<file path="src/rtl/fp_add_pipe.sv">
// fp_add_pipe: three-stage pipelined floating-point adder/subtractor with
// valid/ready flow control and round-to-nearest-even.
//   Stage 1 unpacks the operands, orders them by magnitude, aligns the smaller
//   significand and classifies NaN/infinity.
//   Stage 2 adds or subtracts, then normalises.
//   Stage 3 rounds and packs. Its register drives y.
// Ports:
//   clk, rst            clock and synchronous active-high reset
//   in_valid/in_ready   operand handshake for a, b and op_sub (1: a-b, 0: a+b)
//   out_valid/out_ready result handshake for y
//   y                   rounded result {sign, exp, frac}
//   flags               {invalid, overflow, underflow, inexact}
// Optional feature: define FP_ADD_FLAGS_EN to add the flags port and its logic.
// y is identical with or without the macro.
module fp_add_pipe #(
  parameter int E_BITS = 5,
  parameter int M_BITS = 11,
  localparam int BITS = 1 + E_BITS + M_BITS - 1
) (
  input  logic            clk,
  input  logic            rst,
  input  logic            in_valid,
  output logic            in_ready,
  input  logic [BITS-1:0] a,
  input  logic [BITS-1:0] b,
  input  logic            op_sub,
  output logic            out_valid,
  input  logic            out_ready,
  output logic [BITS-1:0] y
`ifdef FP_ADD_FLAGS_EN
  ,
  output logic [3:0]      flags
`endif
);

  localparam int F_BITS = M_BITS - 1;
  localparam int W      = M_BITS + 3;          // significand plus guard, round, sticky
  localparam int EXW    = E_BITS + 1;          // extra bit catches exponent overflow
  localparam int LZW    = $clog2(W + 1);
  localparam int SW     = (LZW > EXW) ? LZW : EXW;
  localparam int SIGW   = M_BITS + 1;
  localparam logic [E_BITS-1:0] EXP_ONES = '1;

  logic advance;

  // Stage 1: unpack, order by magnitude, align, classify specials
  logic              signA, signB, signBEff, swap;
  logic [E_BITS-1:0] expA, expB, bigExp, smallExp, bigExpEff, smallExpEff, expDiff;
  logic [F_BITS-1:0] fracA, fracB;
  logic [M_BITS-1:0] bigMan, smallMan;
  logic [2*W-1:0]    alignWide;
  logic              aIsNan, bIsNan, aIsInf, bIsInf, infInf;

  logic              s1Valid_d, s1Sign_d, s1Sub_d, s1Nan_d, s1Inf_d, s1InfSign_d;
  logic [E_BITS-1:0] s1Exp_d;
  logic [M_BITS-1:0] s1BigMan_d;
  logic [W-1:0]      s1Small_d;
  logic              s1Valid_q, s1Sign_q, s1Sub_q, s1Nan_q, s1Inf_q, s1InfSign_q;
  logic [E_BITS-1:0] s1Exp_q;
  logic [M_BITS-1:0] s1BigMan_q;
  logic [W-1:0]      s1Small_q;
`ifdef FP_ADD_FLAGS_EN
  logic              s1Invalid_d, s1Invalid_q, s2Invalid_q;
`endif

  assign {signA, expA, fracA} = a;
  assign {signB, expB, fracB} = b;
  assign signBEff = signB ^ op_sub;

  always_comb begin
    aIsNan = (expA == EXP_ONES) && (fracA != '0);
    bIsNan = (expB == EXP_ONES) && (fracB != '0);
    aIsInf = (expA == EXP_ONES) && (fracA == '0);
    bIsInf = (expB == EXP_ONES) && (fracB == '0);
    infInf = aIsInf && bIsInf && (signA ^ signBEff);

    // Raw {exp, frac} orders magnitudes correctly, including subnormals.
    swap        = {expB, fracB} > {expA, fracA};
    bigExp      = swap ? expB : expA;
    smallExp    = swap ? expA : expB;
    bigMan      = swap ? {|expB, fracB} : {|expA, fracA};
    smallMan    = swap ? {|expA, fracA} : {|expB, fracB};
    bigExpEff   = (bigExp == '0) ? E_BITS'(1) : bigExp;
    smallExpEff = (smallExp == '0) ? E_BITS'(1) : smallExp;
    expDiff     = bigExpEff - smallExpEff;

    // Low half of alignWide collects shifted-out bits and folds them into sticky.
    alignWide = '0;
    if (32'(expDiff) >= 32'(M_BITS + 2)) begin
      s1Small_d = {{(W-1){1'b0}}, |smallMan};
    end else begin
      alignWide = {smallMan, 3'b000, {W{1'b0}}} >> expDiff;
      s1Small_d = {alignWide[2*W-1:W+1], alignWide[W] | (|alignWide[W-1:0])};
    end

    s1Valid_d   = in_valid;
    s1Sign_d    = swap ? signBEff : signA;
    s1Sub_d     = signA ^ signBEff;
    s1Exp_d     = bigExpEff;
    s1BigMan_d  = bigMan;
    s1Nan_d     = aIsNan || bIsNan || infInf;
    s1Inf_d     = aIsInf || bIsInf;
    s1InfSign_d = aIsInf ? signA : signBEff;
`ifdef FP_ADD_FLAGS_EN
    // A NaN with a clear quiet bit is signalling.
    s1Invalid_d = infInf || (aIsNan && !fracA[F_BITS-1]) || (bIsNan && !fracB[F_BITS-1]);
`endif
  end

  always_ff @(posedge clk) begin
    if (rst) begin
      s1Valid_q <= 1'b0;
    end else if (advance) begin
      s1Valid_q   <= s1Valid_d;
      s1Sign_q    <= s1Sign_d;
      s1Sub_q     <= s1Sub_d;
      s1Exp_q     <= s1Exp_d;
      s1BigMan_q  <= s1BigMan_d;
      s1Small_q   <= s1Small_d;
      s1Nan_q     <= s1Nan_d;
      s1Inf_q     <= s1Inf_d;
      s1InfSign_q <= s1InfSign_d;
`ifdef FP_ADD_FLAGS_EN
      s1Invalid_q <= s1Invalid_d;
`endif
    end
  end

  // Stage 2: add/subtract and normalise
  logic [W:0]     sum;
  logic [EXW-1:0] expWide;
  logic [LZW-1:0] lzc;
  logic [SW-1:0]  lzcWide, shiftLimit, shamt;

  logic           s2Sign_d;
  logic [EXW-1:0] s2Exp_d;
  logic [W-1:0]   s2Mant_d;
  logic           s2Valid_q, s2Sign_q, s2Nan_q, s2Inf_q, s2InfSign_q;
  logic [EXW-1:0] s2Exp_q;
  logic [W-1:0]   s2Mant_q;

  always_comb begin
    sum     = s1Sub_q ? ({1'b0, s1BigMan_q, 3'b000} - {1'b0, s1Small_q})
                      : ({1'b0, s1BigMan_q, 3'b000} + {1'b0, s1Small_q});
    expWide = {1'b0, s1Exp_q};

    lzc = LZW'(W);
    for (int i = 0; i < W; i++) begin
      if (sum[i]) lzc = LZW'(W - 1 - i);
    end
    lzcWide    = SW'(lzc);
    shiftLimit = SW'(expWide - EXW'(1));
    shamt      = '0;

    if (sum[W]) begin
      s2Mant_d = {sum[W:2], sum[1] | sum[0]};
      s2Exp_d  = expWide + EXW'(1);
    end else begin
      // The left shift stops at the minimum exponent, so tiny results stay subnormal.
      shamt    = (lzcWide > shiftLimit) ? shiftLimit : lzcWide;
      s2Mant_d = sum[W-1:0] << shamt;
      s2Exp_d  = expWide - EXW'(shamt);
      if (!s2Mant_d[W-1]) s2Exp_d = '0;
    end

    // A zero from an effective subtraction (x-x) is +0 under round-to-nearest.
    s2Sign_d = (s1Sub_q && (sum == '0)) ? 1'b0 : s1Sign_q;
  end

  always_ff @(posedge clk) begin
    if (rst) begin
      s2Valid_q <= 1'b0;
    end else if (advance) begin
      s2Valid_q   <= s1Valid_q;
      s2Sign_q    <= s2Sign_d;
      s2Exp_q     <= s2Exp_d;
      s2Mant_q    <= s2Mant_d;
      s2Nan_q     <= s1Nan_q;
      s2Inf_q     <= s1Inf_q;
      s2InfSign_q <= s1InfSign_q;
`ifdef FP_ADD_FLAGS_EN
      s2Invalid_q <= s1Invalid_q;
`endif
    end
  end

  // Stage 3: round to nearest even, pack, force specials
  logic              guardBit, roundBit, stickyBit, roundUp, overflow;
  logic [SIGW-1:0]   sig;
  logic [EXW-1:0]    expR;
  logic [F_BITS-1:0] fracR;
  logic [BITS-1:0]   y_d, y_q;
  logic              outValid_q;

  always_comb begin
    guardBit  = s2Mant_q[2];
    roundBit  = s2Mant_q[1];
    stickyBit = s2Mant_q[0];
    roundUp   = guardBit && (roundBit || stickyBit || s2Mant_q[3]);
    sig       = {1'b0, s2Mant_q[W-1:3]} + SIGW'(roundUp);

    // A subnormal that rounds up into the hidden bit becomes the smallest normal.
    if (s2Exp_q == '0) expR = {{E_BITS{1'b0}}, sig[M_BITS-1]};
    else               expR = s2Exp_q + EXW'(sig[M_BITS]);

    fracR    = sig[M_BITS] ? {F_BITS{1'b0}} : sig[F_BITS-1:0];
    overflow = expR >= {1'b0, EXP_ONES};

    if (s2Nan_q)       y_d = {1'b0, EXP_ONES, 1'b1, {(F_BITS-1){1'b0}}};
    else if (s2Inf_q)  y_d = {s2InfSign_q, EXP_ONES, {F_BITS{1'b0}}};
    else if (overflow) y_d = {s2Sign_q, EXP_ONES, {F_BITS{1'b0}}};
    else               y_d = {s2Sign_q, expR[E_BITS-1:0], fracR};
  end

`ifdef FP_ADD_FLAGS_EN
  logic       finite, inexact;
  logic [3:0] flags_d, flags_q;

  always_comb begin
    finite  = !s2Nan_q && !s2Inf_q;
    inexact = finite && (guardBit || roundBit || stickyBit || overflow);
    flags_d = {s2Invalid_q,
               finite && overflow,
               finite && !overflow && (expR == '0) && inexact,
               inexact};
  end
`endif

  // The whole pipeline freezes while a result waits for the consumer.
  assign advance   = !outValid_q || out_ready;
  assign in_ready  = advance;
  assign out_valid = outValid_q;
  assign y         = y_q;

  always_ff @(posedge clk) begin
    if (rst) begin
      outValid_q <= 1'b0;
      y_q        <= '0;
`ifdef FP_ADD_FLAGS_EN
      flags_q    <= '0;
`endif
    end else if (advance) begin
      outValid_q <= s2Valid_q;
      if (s2Valid_q) begin
        y_q     <= y_d;
`ifdef FP_ADD_FLAGS_EN
        flags_q <= flags_d;
`endif
      end
    end
  end

`ifdef FP_ADD_FLAGS_EN
  assign flags = flags_q;
`endif

endmodule

</file>
<file path="config.mk">
export PLATFORM = sky130hd
export DESIGN_NAME = fp_add_pipe
export DESIGN_NICKNAME = d
export VERILOG_FILES = /design/src/rtl/fp_add_pipe.sv
export SDC_FILE = /design/constraint.sdc
export NUM_CORES = 1
export LEC_CHECK = 0
export BUFFER_PORTS_ARGS = -buffer_cell sky130_fd_sc_hd__buf_2
export CORE_ASPECT_RATIO = 0.6
export CORE_UTILIZATION = 63
export CTS_BUF_LIST = sky130_fd_sc_hd__clkbuf_8
export DETAILED_ROUTE_END_ITERATION = 7
export MAX_ROUTING_LAYER = met4
export PLACE_DENSITY = 0.86
export SLEW_MARGIN = 20
export SYNTH_ARGS = -nofsm -noshare
export SYNTH_HDL_FRONTEND = slang
export SYNTH_SLANG_ARGS = --single-unit
</file>
<file path="constraint.sdc">
create_clock -name clk -period 6.8 [get_ports clk]
set_input_delay 1.36 -clock clk [delete_from_list [all_inputs] [get_ports clk]]
set_output_delay 1.36 -clock clk [all_outputs]
set_load 0.02 [all_outputs]
</file>
# --- After elaboration in Yosys (flattened, before gate mapping) ---
# Cells that the tools add are included.
totals:
  regBits: 78
  in_bits: 37
  out_inout_bits: 18
  elab_cells: 103
op_classes:
  add_sub_neg: 8
  magnitude_cmp: 4
  eq_ne: 2
  shifts: 2
  mux: 33
  bitwise_logic: 5
  reduce_logical: 29
op_table:
  columns: ["op", "count"]
  rows:
  - ["4-bit two-way mux", 13]
  - ["16-bit two-way mux", 2]
  - ["15-bit two-way mux", 2]
  - ["28-bit by 5-bit >> shifter with 28-bit output", 1]
  - ["6-bit two-way mux", 4]
  - ["11-bit two-way mux", 2]
  - ["10-bit zero test", 2]
  - ["5-bit two-way mux", 4]
  - ["10-bit nonzero test", 2]
  - ["14-bit by 14-bit adder with 15-bit output", 1]
  - ["15-bit > comparator", 1]
  - ["15-bit zero test", 1]
  - ["14-bit by 14-bit subtractor with 15-bit output", 1]
  - ["14-bit OR reduction", 1]
  - ["14-bit by 6-bit left shift with 14-bit output", 1]
  - ["13-bit two-way mux", 1]
  - ["11-bit by 1-bit adder with 12-bit output", 1]
  - ["11-bit OR reduction", 1]
  - ["5-bit == test (second input constant)", 2]
  - ["5-bit zero test", 2]
  - ["10-bit two-way mux", 1]
  - ["5-bit OR reduction", 2]
  - ["1-bit logical AND", 8]
  - ["5-bit by 1-bit adder with 6-bit output (second input constant)", 1]
  - ["other kinds (16)", 26]

# --- Logic depth before layout (Yosys ltp) ---
# Gate-level depths: netlist (run 1).
logic_depth:
  ltp_word: 21
  mapped_depth: 29
  depth_no_buf: 27

# --- Worst setup path after synthesis (run 1) ---
# No wires, ideal clock.
synth_timing:
  kind: "input to register"
  from: "in a[1]"
  to: "reg s1Small_q[0], data pin"
  setup_time_ps: 276
  t_arrival_ps: 6050
  required_ps: 6524
  setup_slack_ps: 474
  stages: 20
  path_cell_list: "inv_1 -> ha_1 -> nor2b_1 -> o21a_1 -> o21a_1 -> o21ai_0 -> a2111oi_0 -> o21ai_1 -> clkbuf_1 -> mux2_2 -> or4_1 -> and2_1 -> ha_1 -> clkbuf_1 -> inv_2 -> mux4_2 -> mux2i_1 -> nand4_1 -> a2111oi_0 -> o21ai_0"
synth_via:
  elab_chain_cells: 9
  word_cells_on_any_way: 15
  cone_classes: "add/sub (1); order compare (2); shift (1); mux (6); bitwise (1); reduce/logical (4)"
synth_rtl:
  columns: ["item", "line", "rtl"]
  rows:
  - ["start, declared", "24", "input logic [BITS-1:0] a,"]
  - ["15-bit > comparator (*)", "78", "swap = {expB, fracB} > {expA, fracA};"]
  - ["5-bit two-way mux (*)", "79", "bigExp = swap ? expB : expA;"]
  - ["5-bit zero test", "83", "bigExpEff = (bigExp == '0) ? E_BITS'(1) : bigExp;"]
  - ["5-bit two-way mux (*)", "83", null]
  - ["via bigExpEff[1]", "48", "logic [E_BITS-1:0] expA, expB, bigExp, smallExp, bigExpEff, smallExpEff, expDiff;"]
  - ["5-bit subtractor (*)", "85", "expDiff = bigExpEff - smallExpEff;"]
  - ["28-bit by 5-bit >> shifter with 28-bit output", "92", "alignWide = {smallMan, 3'b000, {W{1'b0}}} >> expDiff;"]
  - ["14-bit OR reduction", "93", "s1Small_d = {alignWide[2*W-1:W+1], alignWide[W] | (|alignWide[W-1:0])};"]
  - ["1-bit bitwise OR", "93", null]
  - ["1-bit two-way mux (*)", "89", "if (32'(expDiff) >= 32'(M_BITS + 2)) begin"]
  - ["via s1Small_d[0]", "57", "logic [W-1:0] s1Small_d;"]
  - ["end signal, assigned", "119", "s1Small_q <= s1Small_d;"]
  - ["end, declared", "61", "logic [W-1:0] s1Small_q;"]
# Mark *: on every way through the listed nets, which the timed path passes. The rest lies on a longest branch.
# A chain may end at the register's enable or synchronous reset.

# --- Worst setup path in the final report (run 1) ---
layout_timing:
  from: "reg s1BigMan_q[0]"
  to: "reg s2Exp_q[4], data pin"
layout_via:
  elab_chain_cells: 18
  word_cells_on_any_way: 20
  cone_classes: "add/sub (3); order compare (1); shift (1); mux (15)"
layout_rtl:
  columns: ["item", "line", "rtl"]
  rows:
  - ["start, declared", "60", "logic [M_BITS-1:0] s1BigMan_q;"]
  - ["start signal, assigned", "118", "s1BigMan_q <= s1BigMan_d;"]
  - ["14-bit by 14-bit adder with 15-bit output or 14-bit by 14-bit subtractor with 15-bit output (tied branches)", "144, 143", null]
  - ["15-bit two-way mux (*)", "143", "sum = s1Sub_q ? ({1'b0, s1BigMan_q, 3'b000} - {1'b0, s1Small_q})"]
  - ["4-bit two-way mux (11 in a row)", "149", "if (sum[i]) lzc = LZW'(W - 1 - i);"]
  - ["4-bit by 6-bit > comparator with 1-bit output", "160", "shamt = (lzcWide > shiftLimit) ? shiftLimit : lzcWide;"]
  - ["6-bit two-way mux", "160", null]
  - ["5-bit by 6-bit subtractor with 6-bit output or 14-bit by 6-bit left shift with 14-bit output (tied branches)", "162, 161", null]
  - ["6-bit two-way mux", "163", "if (!s2Mant_d[W-1]) s2Exp_d = '0;"]
  - ["6-bit two-way mux (*)", "155", "if (sum[W]) begin"]
  - ["via s2Exp_d[4]", "136", "logic [EXW-1:0] s2Exp_d;"]
  - ["end signal, assigned", "176", "s2Exp_q <= s2Exp_d;"]
  - ["end, declared", "139", "logic [EXW-1:0] s2Exp_q;"]
# Marked as above.

==> results of run 1 <==
[flip-flops by register name (all words and copies together) (netlist names)]
signal and count:
s1Inf_q 1, s2InfSign_q 1, s2Exp_q 6, s1Nan_q 1, s2Mant_q 14, s2Sign_q 1, s1Sub_q 1, s1Exp_q 5
y 16, s1InfSign_q 1, s1BigMan_q 11, s1Small_q 14, s2Valid_q 1, out_valid 1, s2Inf_q 1, s1Valid_q 1
s2Nan_q 1, s1Sign_q 1
[cells by family (layout without fill, tap and decap cells)]
kind of cell,after synthesis,after routing,share of synthesized area
buffers and inverters,90,147,0.0498
flip-flops,78,78,0.307
AO/OA/AOI/OAI,211,211,0.211
XOR/XNOR,34,34,0.0425
multiplexers,51,51,0.0954
AND/OR/NAND/NOR,260,260,0.187
adder cells (fa/ha/maj),58,58,0.107
[report_power, final]
part	internal, mW	switching (mW)	leakage, nW	total (mW)
Sequential	0.649	0.0780	0.736	0.727
Combinational	0.659	1.07	2.35	1.73
Clock	0.174	0.189	0.100	0.363
Total	1.48	1.33	3.19	2.82
[path summary, 6_finish.rpt]
path | to | slack, ns | cells after the start
worst min-delay path | s2Inf_q | 0.44 | 0
worst max-delay path | s2Exp_q[4] | 0.27 | 25
worst max register to register | s2Exp_q[4] | 0.27 | 25
worst min register to register | s2Inf_q | 0.44 | 0
[per-stage QoR]
step	hold WS [ns]	area [µm²]
final	0.439	7720
after global routing	0.439	7720
after CTS	0.441	7690
after detailed placement	0.419	7480
after global placement	0.413	7480
after floorplan	0.400	7000
[synthesized netlist by cell type (all sizes together) (14+ instances only)]
cell    number  area share
mux2i       24       0.034
nand2       47       0.025
inv         57       0.031
dfxtp       19       0.054
o211ai      15       0.016
nor2        85       0.046
o21ai       38       0.027
mux2        16       0.026
a21oi       38       0.027
xor2        16       0.020
ha          55       0.098
nor3        23       0.017
xnor2       18       0.023
nand3       24       0.017
nor2b       14       0.013
clkbuf      27       0.014
edfxtp      59        0.25
a211oi      16       0.018
[area by class of cell]
type,count,area [µm²]
multi-input combinational,614,4550
fill,826,2990
sequential,78,2150
timing repair buffer,74,420
inverter,57,214
tap,139,174
clock buffer,9,124
clock inverter,7,81.3
[timing repair]
item                       in CTS  in global routing
setup buffers                   0                  2
gates resized for setup         0                  1
hold buffers                    0                  0
setup endpoints to repair       0                  8
[per-layer routing]
layer  global-route usage  vias up  part of all wire
met5                    -        -                 0
met4               0.0766        0             0.011
met3               0.0820       33              0.12
met2                0.481      415              0.39
met1                0.552     3188              0.47
li1                     -     3053                 -
==> insert_results.sql, run 1 <==
INSERT INTO impl_metrics (metric_group, metric, value, unit) VALUES
('route', 'route.antenna.remaining_nets', '0', ''),
('global_routing', 'grt_overflow', '0', ''),
('global_routing', 'grt_first_pass_wirelength', '31.9', 'mm'),
('layout', 'final_cell_mix', 'sky130_fd_sc_hd__nor2_1 (85), sky130_fd_sc_hd__edfxtp_1 (59), sky130_fd_sc_hd__ha_1 (55), sky130_fd_sc_hd__buf_2 (54), sky130_fd_sc_hd__inv_1 (52)', ''),
('die', 'die-area', '0.0116', 'mm²'),
('place', 'pre_cts_ws', '0.358', 'ns'),
('layout', 'drive_gt1_frac', '0.167', ''),
('place', 'dp.cells', '960', ''),
('synth', 'syn_nets', '877', ''),
('sta', 'final_min_period_over_clock_period', '0.960', ''),
('critical_path', 'timing.setup.critical_path_class', 'reg2reg', ''),
('critical_path', 'critical_path.max_fanout', '7', ''),
('place', 'finalWeightedCongestion', '0.981', ''),
('synth', 'synth_cells', '782', ''),
('critical_path', 'crit_path_start_kind', 'flip-flop', ''),
('route', 'drt_drc_violations_left', '0', ''),
('critical_path', 'buffer_and_inverter_count_on_the_worst_path', '1', ''),
('outcome', 'run_status', 'completed', ''),
('die', 'row_count', '29', ''),
('place', 'estimated_wirelength_of_the_detail_placed_design', '15.4', 'mm'),
('place', 'numPortBuffers', '54', ''),
('sta', 'timing.setup.tns', '0', 'ns'),
('layout', 'post-route-util', '0.721', ''),
('cts', 'tritoncts_clock_tree', 'built', ''),
('global_routing', 'track_usage', '0.362', ''),
('critical_path', 'regToRegStartpoint', 's1BigMan_q[0]', ''),
('sta', 'hold_viol_final', '0', ''),
('synth', 'synthArstFlopShare', '0', ''),
('die', 'dieHeight', '83.7', 'µm'),
('layout', 'mostFrequentLayoutCell', 'sky130_fd_sc_hd__nor2_1', ''),
('hold_path', 'timing.hold.worst.class', 'reg2reg', ''),
('route', 'wire_per_inst', '20.2', 'µm'),
('critical_path', 'critical_path.slowest_cell', 'sky130_fd_sc_hd__a311oi_1', ''),
('sta', 'grt_setup_unrepaired', 'false', ''),
('route', 'detail_route.iter0.violations', '952', ''),
('critical_path', 'timing.critical_path.mode_cell', 'sky130_fd_sc_hd__nor2b_1', ''),
('synth', 'synth_edf_count', '59', ''),
('critical_path', 'crit_required', '7.01', 'ns'),
('global_routing', 'grt_max_degree', '60', ''),
('sta', 'finalSetupViolations', '0', ''),
('synth', 'synth_flop_cell', 'sky130_fd_sc_hd__edfxtp_1', ''),
('cts', 'cts-root-to-sink-buffers', '2', ''),
('layout', 'layout.nets', '929', ''),
('synth', 'seq_area_frac_synth', '0.307', ''),
('power', 'vdd_drop_max', '0.188', 'mV'),
('cts', 'clk_latency', '0.36', 'ns'),
('sta', 'max-slew-margin-rel', '0.469', ''),
('critical_path', 'worst-endpoint-arrival', '6.74', 'ns'),
('synth', 'synthesis.yosys.warnings', '0', ''),
('cts', 'cts.root.buffer_cell', 'sky130_fd_sc_hd__clkbuf_8', ''),
('critical_path', 'cp-end-kind', 'flip-flop', ''),
('route', 'detailroute.via_count', '6689', ''),
('die', 'floorplan.io_pins', '55', ''),
('route', 'detail_route.wirelength', '19.8', 'mm'),
('hold_path', 'timing.hold.worst.start', 's1Inf_q', ''),
('synth', 'syn_avg_cell_area', '8.96', 'µm²'),
('run', 'max-cap-violations', '0', ''),
('global_routing', 'number_of_global_route_vias_before_repair', '6159', ''),
('sta', 'final_max_slew_viol_count', '0', ''),
('cts', 'cts_num_sinks', '78', ''),
('synth', 'syn-cell-area', '0.00700', 'mm²'),
('cts', 'htree_levels', '3', ''),
('cts', 'path_clk_slew', '0.09', 'ns'),
('sta', 'finClkSkew', '0.00607', 'ns'),
('power', 'power-per-cell-area', '365', 'mW/mm²'),
('sta', 'max_slew.worst_pin.slew', '0.796', 'ns'),
('layout', 'fin_cells', '978', ''),
('synth', 'synthDistinctLibCells', '77', ''),
('synth', 'number_of_register_bits_inferred_by_synthesis', '78', ''),
('power', 'leakagePower', '3.19', 'nW'),
('layout', 'antennaDiodeCount', '0', '');
No activity file was read; power rests on OpenSTA's default activity.
==> run 2: changes to the inputs <==
--- a/config.mk
+++ b/config.mk
@@ -7,11 +7,11 @@
 export LEC_CHECK = 0
 export BUFFER_PORTS_ARGS = -buffer_cell sky130_fd_sc_hd__buf_2
 export CORE_ASPECT_RATIO = 0.6
-export CORE_UTILIZATION = 63
+export CORE_UTILIZATION = 54
 export CTS_BUF_LIST = sky130_fd_sc_hd__clkbuf_8
 export DETAILED_ROUTE_END_ITERATION = 7
 export MAX_ROUTING_LAYER = met4
-export PLACE_DENSITY = 0.86
+export PLACE_DENSITY = 0.76
 export SLEW_MARGIN = 20
 export SYNTH_ARGS = -nofsm -noshare
 export SYNTH_HDL_FRONTEND = slang
==> constraint.sdc (replaced) <==
create_clock -name clk -period 6.8 [get_ports clk]
set_input_delay 0.68 -clock clk [delete_from_list [all_inputs] [get_ports clk]]
set_output_delay 0.68 -clock clk [all_outputs]
set_load 0.02 [all_outputs]
==> insert_results.sql, run 2 (synthesis results as in run 1) <==
INSERT INTO impl_metrics (metric_group, metric, value, unit) VALUES
('cts', 'cts_made_buffers', '9', ''),
('sta', 'hold_viol_final', '0', ''),
('sta', 'final.setup.worst_slack', '0.470', 'ns'),
('layout', 'layout.nets', '928', ''),
('die', 'die_width', '149', 'µm'),
('layout', 'mostFrequentLayoutCell', 'sky130_fd_sc_hd__nor2_1', ''),
('route', 'route.antenna.remaining_nets', '0', ''),
('place', 'numPortBuffers', '54', ''),
('layout', 'antennaDiodeCount', '0', ''),
('sta', 'max_slew.worst_pin.slew', '0.870', 'ns'),
('die', 'row_count', '31', ''),
('sta', 'final_min_period_over_clock_period', '0.931', ''),
('cts', 'tritoncts_clock_tree', 'built', ''),
('power', 'p_total', '2.81', 'mW'),
('sta', 'timing.setup.tns', '0', 'ns'),
('layout', 'fin_cells', '1003', ''),
('power', 'leakagePower', '3.18', 'nW'),
('critical_path', 'critical_path.slowest_cell', 'sky130_fd_sc_hd__or4_1', ''),
('sta', 'finalWorstPathRequiredPeriod', '6.33', 'ns'),
('cts', 'cts-root-to-sink-buffers', '2', ''),
('layout', 'area_delta_synth_final', '10.3', '%'),
('critical_path', 'regToRegStartpoint', 's1BigMan_q[1]', ''),
('cts', 'holdBufCountCts', '0', ''),
('sta', 'finalSetupViolations', '0', ''),
('die', 'effective_utilization_at_floorplan', '0.568', ''),
('global_routing', 'grt_max_degree', '60', ''),
('critical_path', 'timing.setup.critical_path_class', 'reg2reg', ''),
('route', 'drt_drc_violations_left', '1', ''),
('critical_path', 'cp-end-kind', 'flip-flop', ''),
('critical_path', 'critical_path.max_fanout', '7', ''),
('hold_path', 'worstHoldEndpoint', 's2Nan_q', ''),
('cts', 'cts.root.buffer_cell', 'sky130_fd_sc_hd__clkbuf_8', ''),
('die', 'die-area', '0.0134', 'mm²'),
('critical_path', 'ff2ff_setup_slack', '0.47', 'ns'),
('power', 'vdd_drop_max', '0.141', 'mV'),
('sta', 'final_max_slew_viol_count', '0', ''),
('hold_path', 'timing.hold.worst.class', 'reg2reg', ''),
('global_routing', 'grt_overflow', '0', ''),
('hold_path', 'timing.hold.worst_path_depth', '0', ''),
('global_routing', 'grt_first_pass_wirelength', '31.5', 'mm'),
('cts', 'path_clk_slew', '0.10', 'ns'),
('global_routing', 'number_of_global_route_vias_before_repair', '5935', ''),
('run', 'max-cap-violations', '0', ''),
('critical_path', 'worstRegToRegCells', '24', ''),
('layout', 'largest_register_ff_count', '16', ''),
('place', 'pre_cts_ws', '0.264', 'ns'),
('die', 'floorplan.io_pins', '55', ''),
('critical_path', 'crit_required', '7.02', 'ns'),
('global_routing', 'grt_util_met1', '0.498', ''),
('outcome', 'run_status', 'complete, but fails checks', ''),
('power', 'power-per-cell-area', '363', 'mW/mm²'),
('cts', 'clk_latency', '0.37', 'ns'),
('layout', 'final_cell_mix', 'sky130_fd_sc_hd__nor2_1 (85), sky130_fd_sc_hd__edfxtp_1 (59), sky130_fd_sc_hd__ha_1 (55), sky130_fd_sc_hd__buf_2 (54), sky130_fd_sc_hd__inv_1 (52)', ''),
('place', 'estimated_wirelength_of_the_detail_placed_design', '15.3', 'mm'),
('route', 'detailroute.via_count', '6456', ''),
('sta', 'finClkSkew', '0.0107', 'ns'),
('cts', 'htree_levels', '3', ''),
('route', 'route.detailed.vias_per_inst', '6.44', ''),
('place', 'dp.cells', '987', ''),
('layout', 'drive_gt1_frac', '0.167', ''),
('route', 'detail_route.wirelength', '19.5', 'mm'),
('critical_path', 'cp_slowest_stage_delay', '0.50', 'ns'),
('sta', 'grt_setup_unrepaired', 'false', ''),
('critical_path', 'buffer_and_inverter_count_on_the_worst_path', '1', ''),
('route', 'detail_route.iter0.violations', '790', ''),
('place', 'finalWeightedCongestion', '1.06', ''),
('critical_path', 'worst-endpoint-arrival', '6.55', 'ns'),
('global_routing', 'track_usage', '0.311', ''),
('critical_path', 'crit_path_start_kind', 'flip-flop', ''),
('sta', 'max-slew-margin-rel', '0.416', ''),
('global_routing', 'grt_use_met2', '0.386', ''),
('global_routing', 'grt_antenna_before_repair', '0', ''),
('sta', 'fmax', '0.158', 'GHz'),
('critical_path', 'cell_breakdown_of_the_critical_path', 'ha_1 > o211ai_1 > a21oi_1 > or4_1 > o211ai_1 > o311ai_1 > a311oi_2 > nor2b_1 > ha_1 > nor2b_1 > o21a_1 > o21a_1 > o221ai_2 > nor2_1 > a31oi_1 > o21a_1 > inv_2 > ha_1 > fa_1 > nor2b_1 > o21ai_0 > nand2b_1 > o311ai_1 > a32oi_1', ''),
('layout', 'post-route-util', '0.627', ''),
('global_routing', 'globalRoute.busiestLayer', 'met1', ''),
('critical_path', 'worst_path_dominant_cell_family', 'compound AO/OA/AOI/OAI gates', ''),
('die', 'coreArea', '0.0123', 'mm²'),
('route', 'wire_per_inst', '19.4', 'µm'),
('outcome', 'violations', 'design-rule violations', ''),
('global_routing', 'met3_usage', '0.0746', ''),
('hold_path', 'timing.hold.worst.start', 's1Nan_q', ''),
('cts', 'cts_num_sinks', '78', ''),
('die', 'dieHeight', '90.2', 'µm'),
('critical_path', 'worst_r2r_endpoint', 's2Exp_q[4]', ''),
('route', 'drtPass1Iterations', '8', '');
## run 2: worst max-delay path by stage
stage                   from      endpoint  cells after the start
3_5_place_dp   s1BigMan_q[1]    s2Exp_q[4]                     24
5_1_grt         s1Small_q[4]    s2Exp_q[4]                     25
6_report       s1BigMan_q[1]    s2Exp_q[4]                     24
2_1_floorplan           a[1]  s1Small_q[0]                     20
4_1_cts        s1BigMan_q[1]    s2Exp_q[4]                     24
3_3_place_gp   s1BigMan_q[1]    s2Exp_q[4]                     24
## run 2: what timing repair did
action / 4_1_cts / 5_1_grt
buffers inserted: 0 / 0
setup endpoints to repair: 0 / 11
gates resized for setup: 0 / 2
## run 2: routing by layer
metal  vias to the layer above  wire length, µm
li1                       3061                -
met1                      3082             9970
met2                       292             7330
met3                        21             2030
met4                         0              136
met5                         -                0
## run 2: layout make-up
| type | instances | area [µm²] |
|---|---|---|
| Clock buffer | 9 | 124 |
| Timing Repair Buffer | 73 | 413 |
| Sequential cell | 78 | 2150 |
| Multi-Input combinational cell | 614 | 4560 |
| Tap cell | 165 | 206 |
| Clock inverter | 7 | 61.3 |
| Inverter | 57 | 214 |
| Fill cell | 1061 | 4610 |
## run 2: power breakdown
group          switching, mW  internal (mW)
logic                   1.08          0.662
clock network          0.202          0.141
registers             0.0747          0.648
## run 2: stage by stage
stage,cell area [µm²],hold slack (ns)
2_1_floorplan,7000,0.400
3_3_place_gp,7520,0.407
3_5_place_dp,7520,0.405
4_1_cts,7710,0.429
5_1_grt,7730,0.441
6_report,7730,0.429
## run 2: worst register-to-register path: cells and delay by family (launching register included)
| family | cells | cell delay [ns] |
|---|---|---|
| compound gates | 13 | 3.10 |
| fa+ha+maj | 4 | 1.37 |
| buf+inv | 1 | 0.10 |
| flops | 1 | 0.45 |
| simple gates | 6 | 1.17 |
==> run 3: changes to the inputs <==
--- a/config.mk
+++ b/config.mk
@@ -5,13 +5,13 @@
 export SDC_FILE = /design/constraint.sdc
 export NUM_CORES = 1
 export LEC_CHECK = 0
-export BUFFER_PORTS_ARGS = -buffer_cell sky130_fd_sc_hd__buf_2
 export CORE_ASPECT_RATIO = 0.6
 export CORE_UTILIZATION = 54
 export CTS_BUF_LIST = sky130_fd_sc_hd__clkbuf_8
 export DETAILED_ROUTE_END_ITERATION = 7
+export DONT_BUFFER_PORTS = 1
 export MAX_ROUTING_LAYER = met4
-export PLACE_DENSITY = 0.76
+export PLACE_DENSITY = 0.72
 export SLEW_MARGIN = 20
 export SYNTH_ARGS = -nofsm -noshare
 export SYNTH_HDL_FRONTEND = slang
==> insert_results.sql, run 3 (synthesis results as in run 1) <==
INSERT INTO impl_metrics (metric_group, metric, value, unit) VALUES
('global_routing', 'grt_first_pass_wirelength', '31.5', 'mm'),
('cts', 'cts-root-to-sink-buffers', '2', ''),
('sta', 'finalSetupViolations', '0', ''),
('critical_path', 'cell_breakdown_of_the_critical_path', 'ha_1 > o211ai_1 > a21oi_1 > or4_1 > o211ai_1 > o311ai_1 > a311oi_2 > nor2b_1 > ha_1 > nor2b_1 > o21a_1 > o21a_1 > o221ai_1 > nor2_1 > a31oi_1 > o21a_1 > inv_2 > ha_1 > fa_1 > nor2b_1 > o21ai_0 > nand2b_1 > o311ai_1 > a32oi_1', ''),
('critical_path', 'crit_required', '7.01', 'ns'),
('cts', 'cts.root.buffer_cell', 'sky130_fd_sc_hd__clkbuf_8', ''),
('hold_path', 'timing.hold.worst.class', 'in2reg', ''),
('die', 'dieHeight', '90.2', 'µm'),
('power', 'pwr-share-comb', '0.609', ''),
('sta', 'finalWorstPathRequiredPeriod', '6.36', 'ns'),
('route', 'detail_route.iter0.violations', '639', ''),
('die', 'die_width', '149', 'µm'),
('place', 'instance_area_at_placement', '0.00724', 'mm²'),
('layout', 'final_cell_mix', 'sky130_fd_sc_hd__nor2_1 (85), sky130_fd_sc_hd__edfxtp_1 (59), sky130_fd_sc_hd__ha_1 (55), sky130_fd_sc_hd__inv_1 (52), sky130_fd_sc_hd__nand2_1 (47)', ''),
('sta', 'final_min_period_over_clock_period', '0.935', ''),
('die', 'floorplan.io_pins', '55', ''),
('power', 'vdd_drop_max', '0.153', 'mV'),
('route', 'route.detailed.vias_per_inst', '6.59', ''),
('critical_path', 'timing.setup.critical_path_class', 'reg2reg', ''),
('layout', 'area.sequential', '0.00215', 'mm²'),
('cts', 'tritoncts_clock_tree', 'built', ''),
('global_routing', 'grt_overflow', '0', ''),
('sta', 'hold_viol_final', '0', ''),
('layout', 'antennaDiodeCount', '0', ''),
('place', 'estimated_wirelength_of_the_detail_placed_design', '15.1', 'mm'),
('layout', 'final_design_area_no_fill', '0.00746', 'mm²'),
('global_routing', 'number_of_global_route_vias_before_repair', '5972', ''),
('sta', 'grt_setup_unrepaired', 'false', ''),
('cts', 'postCtsSetupBuffers', '0', ''),
('sta', 'max-slew-margin-rel', '0.396', ''),
('sta', 'fmax', '0.157', 'GHz'),
('global_routing', 'grt_antenna_before_repair', '0', ''),
('sta', 'timing.setup.tns', '0', 'ns'),
('cts', 'holdBufCountCts', '0', ''),
('critical_path', 'cp-end-kind', 'flip-flop', ''),
('power', 'p_sw', '1.33', 'mW'),
('run', 'max-cap-violations', '0', ''),
('power', 'clkPwrFrac', '0.132', ''),
('die', 'coreArea', '0.0123', 'mm²'),
('critical_path', 'critical_path.slowest_cell', 'sky130_fd_sc_hd__or4_1', ''),
('outcome', 'run_status', 'completed', ''),
('route', 'route.antenna.remaining_nets', '0', ''),
('route', 'drtPass1Iterations', '5', ''),
('route', 'detail_route.wirelength', '19.3', 'mm'),
('power', 'leakagePower', '2.95', 'nW'),
('place', 'finalWeightedCongestion', '1.01', ''),
('power', 'proportion_of_power_drawn_by_flip_flops_and_latches', '0.259', ''),
('cts', 'post_cts_resized', '0', ''),
('route', 'detailroute.via_count', '6240', ''),
('sta', 'max_slew.worst_pin.slew', '0.899', 'ns'),
('layout', 'drive_gt1_frac', '0.106', ''),
('layout', 'largest_register_ff_count', '16', ''),
('sta', 'finClkSkew', '0.0127', 'ns'),
('die', 'die-area', '0.0134', 'mm²'),
('global_routing', 'grt_max_degree', '60', ''),
('critical_path', 'cp_slowest_stage_delay', '0.50', 'ns'),
('cts', 'path_clk_slew', '0.09', 'ns'),
('power', 'power-per-cell-area', '376', 'mW/mm²'),
('route', 'drt_drc_violations_left', '0', ''),
('power', 'internal_power_of_the_cells', '1.48', 'mW'),
('layout', 'layout.nets', '872', ''),
('power', 'switching_share', '0.472', ''),
('cts', 'clk_latency', '0.37', 'ns'),
('layout', 'multiInputGateArea', '0.00455', 'mm²'),
('critical_path', 'worst-endpoint-arrival', '6.57', 'ns'),
('die', 'row_count', '31', ''),
('critical_path', 'crit_path_start_kind', 'flip-flop', ''),
('place', 'numPortBuffers', '0', ''),
('layout', 'fin_cells', '947', ''),
('global_routing', 'track_usage', '0.311', ''),
('die', 'effective_utilization_at_floorplan', '0.568', ''),
('sta', 'timing.hold.ws', '0.368', 'ns'),
('cts', 'cts_made_buffers', '9', ''),
('critical_path', 'critical_path.max_fanout', '7', ''),
('cts', 'htree_levels', '3', ''),
('layout', 'fillers', '1082', ''),
('layout', 'area_delta_synth_final', '6.47', '%'),
('route', 'wire_per_inst', '20.4', 'µm'),
('place', 'dp.cells', '931', ''),
('sta', 'final_max_slew_viol_count', '0', ''),
('cts', 'cts_num_sinks', '78', ''),
('layout', 'mostFrequentLayoutCell', 'sky130_fd_sc_hd__nor2_1', '');
[run 3: critical path, delay by kind of cell (launching register included)]
kind,cells,cell delay [ns]
AOI/OAI and AO/OA,13,3.19
buffers and inverters,1,0.10
DFF,1,0.46
adders and majority gates,4,1.36
and+or+nand+nor,6,1.12
[run 3: path summary, 6_finish.rpt]
kind,end,from,slack [ns],cells past startpoint
setup / recovery,s2Exp_q[4],s1BigMan_q[1],0.44,24
hold / removal,y[2],rst,0.37,1
setup reg to reg,s2Exp_q[4],s1BigMan_q[1],0.44,24
hold reg to reg,s2InfSign_q,s1InfSign_q,0.43,0
[run 3: cell type report]
class,instances,share of cell area
inverter,57,0.0287
timing repair buffer,17,0.0171
clock buffer,10,0.0185
sequential,78,0.289
tap,165,0.0277
clock inverter,6,0.00906
multi-input combinational,614,0.610
[run 3: power groups by stage]
stage / Sequential, mW / Combinational, mW / Clock, mW
finish: 0.726 / 1.71 / 0.370
detailed placement: 0.735 / 1.63 / 0
CTS: 0.725 / 1.64 / 0.376
floorplan: 0.712 / 1.21 / 0
global placement: 0.731 / 1.62 / 0
global route: 0.738 / 1.85 / 0.400
[run 3: stage by stage]
| stage | setup slack (ns) | power [mW] | utilization |
|---|---|---|---|
| after floorplan | 1.15 | 1.92 | - |
| after global placement | 0.839 | 2.35 | 0.587 |
| after detailed placement | 0.514 | 2.36 | 0.587 |
| after CTS | 0.464 | 2.74 | 0.604 |
| after global routing | 0.132 | 2.99 | 0.605 |
| final | 0.443 | 2.81 | 0.605 |
[run 3: routing by layer]
layer  up-vias  global-route usage  wire [µm]
li1       2952                   -          -
met1      2949               0.481       9530
met2       319               0.386       7320
met3        20               0.101       2280
met4         0              0.0553        170
met5         -                   -          0
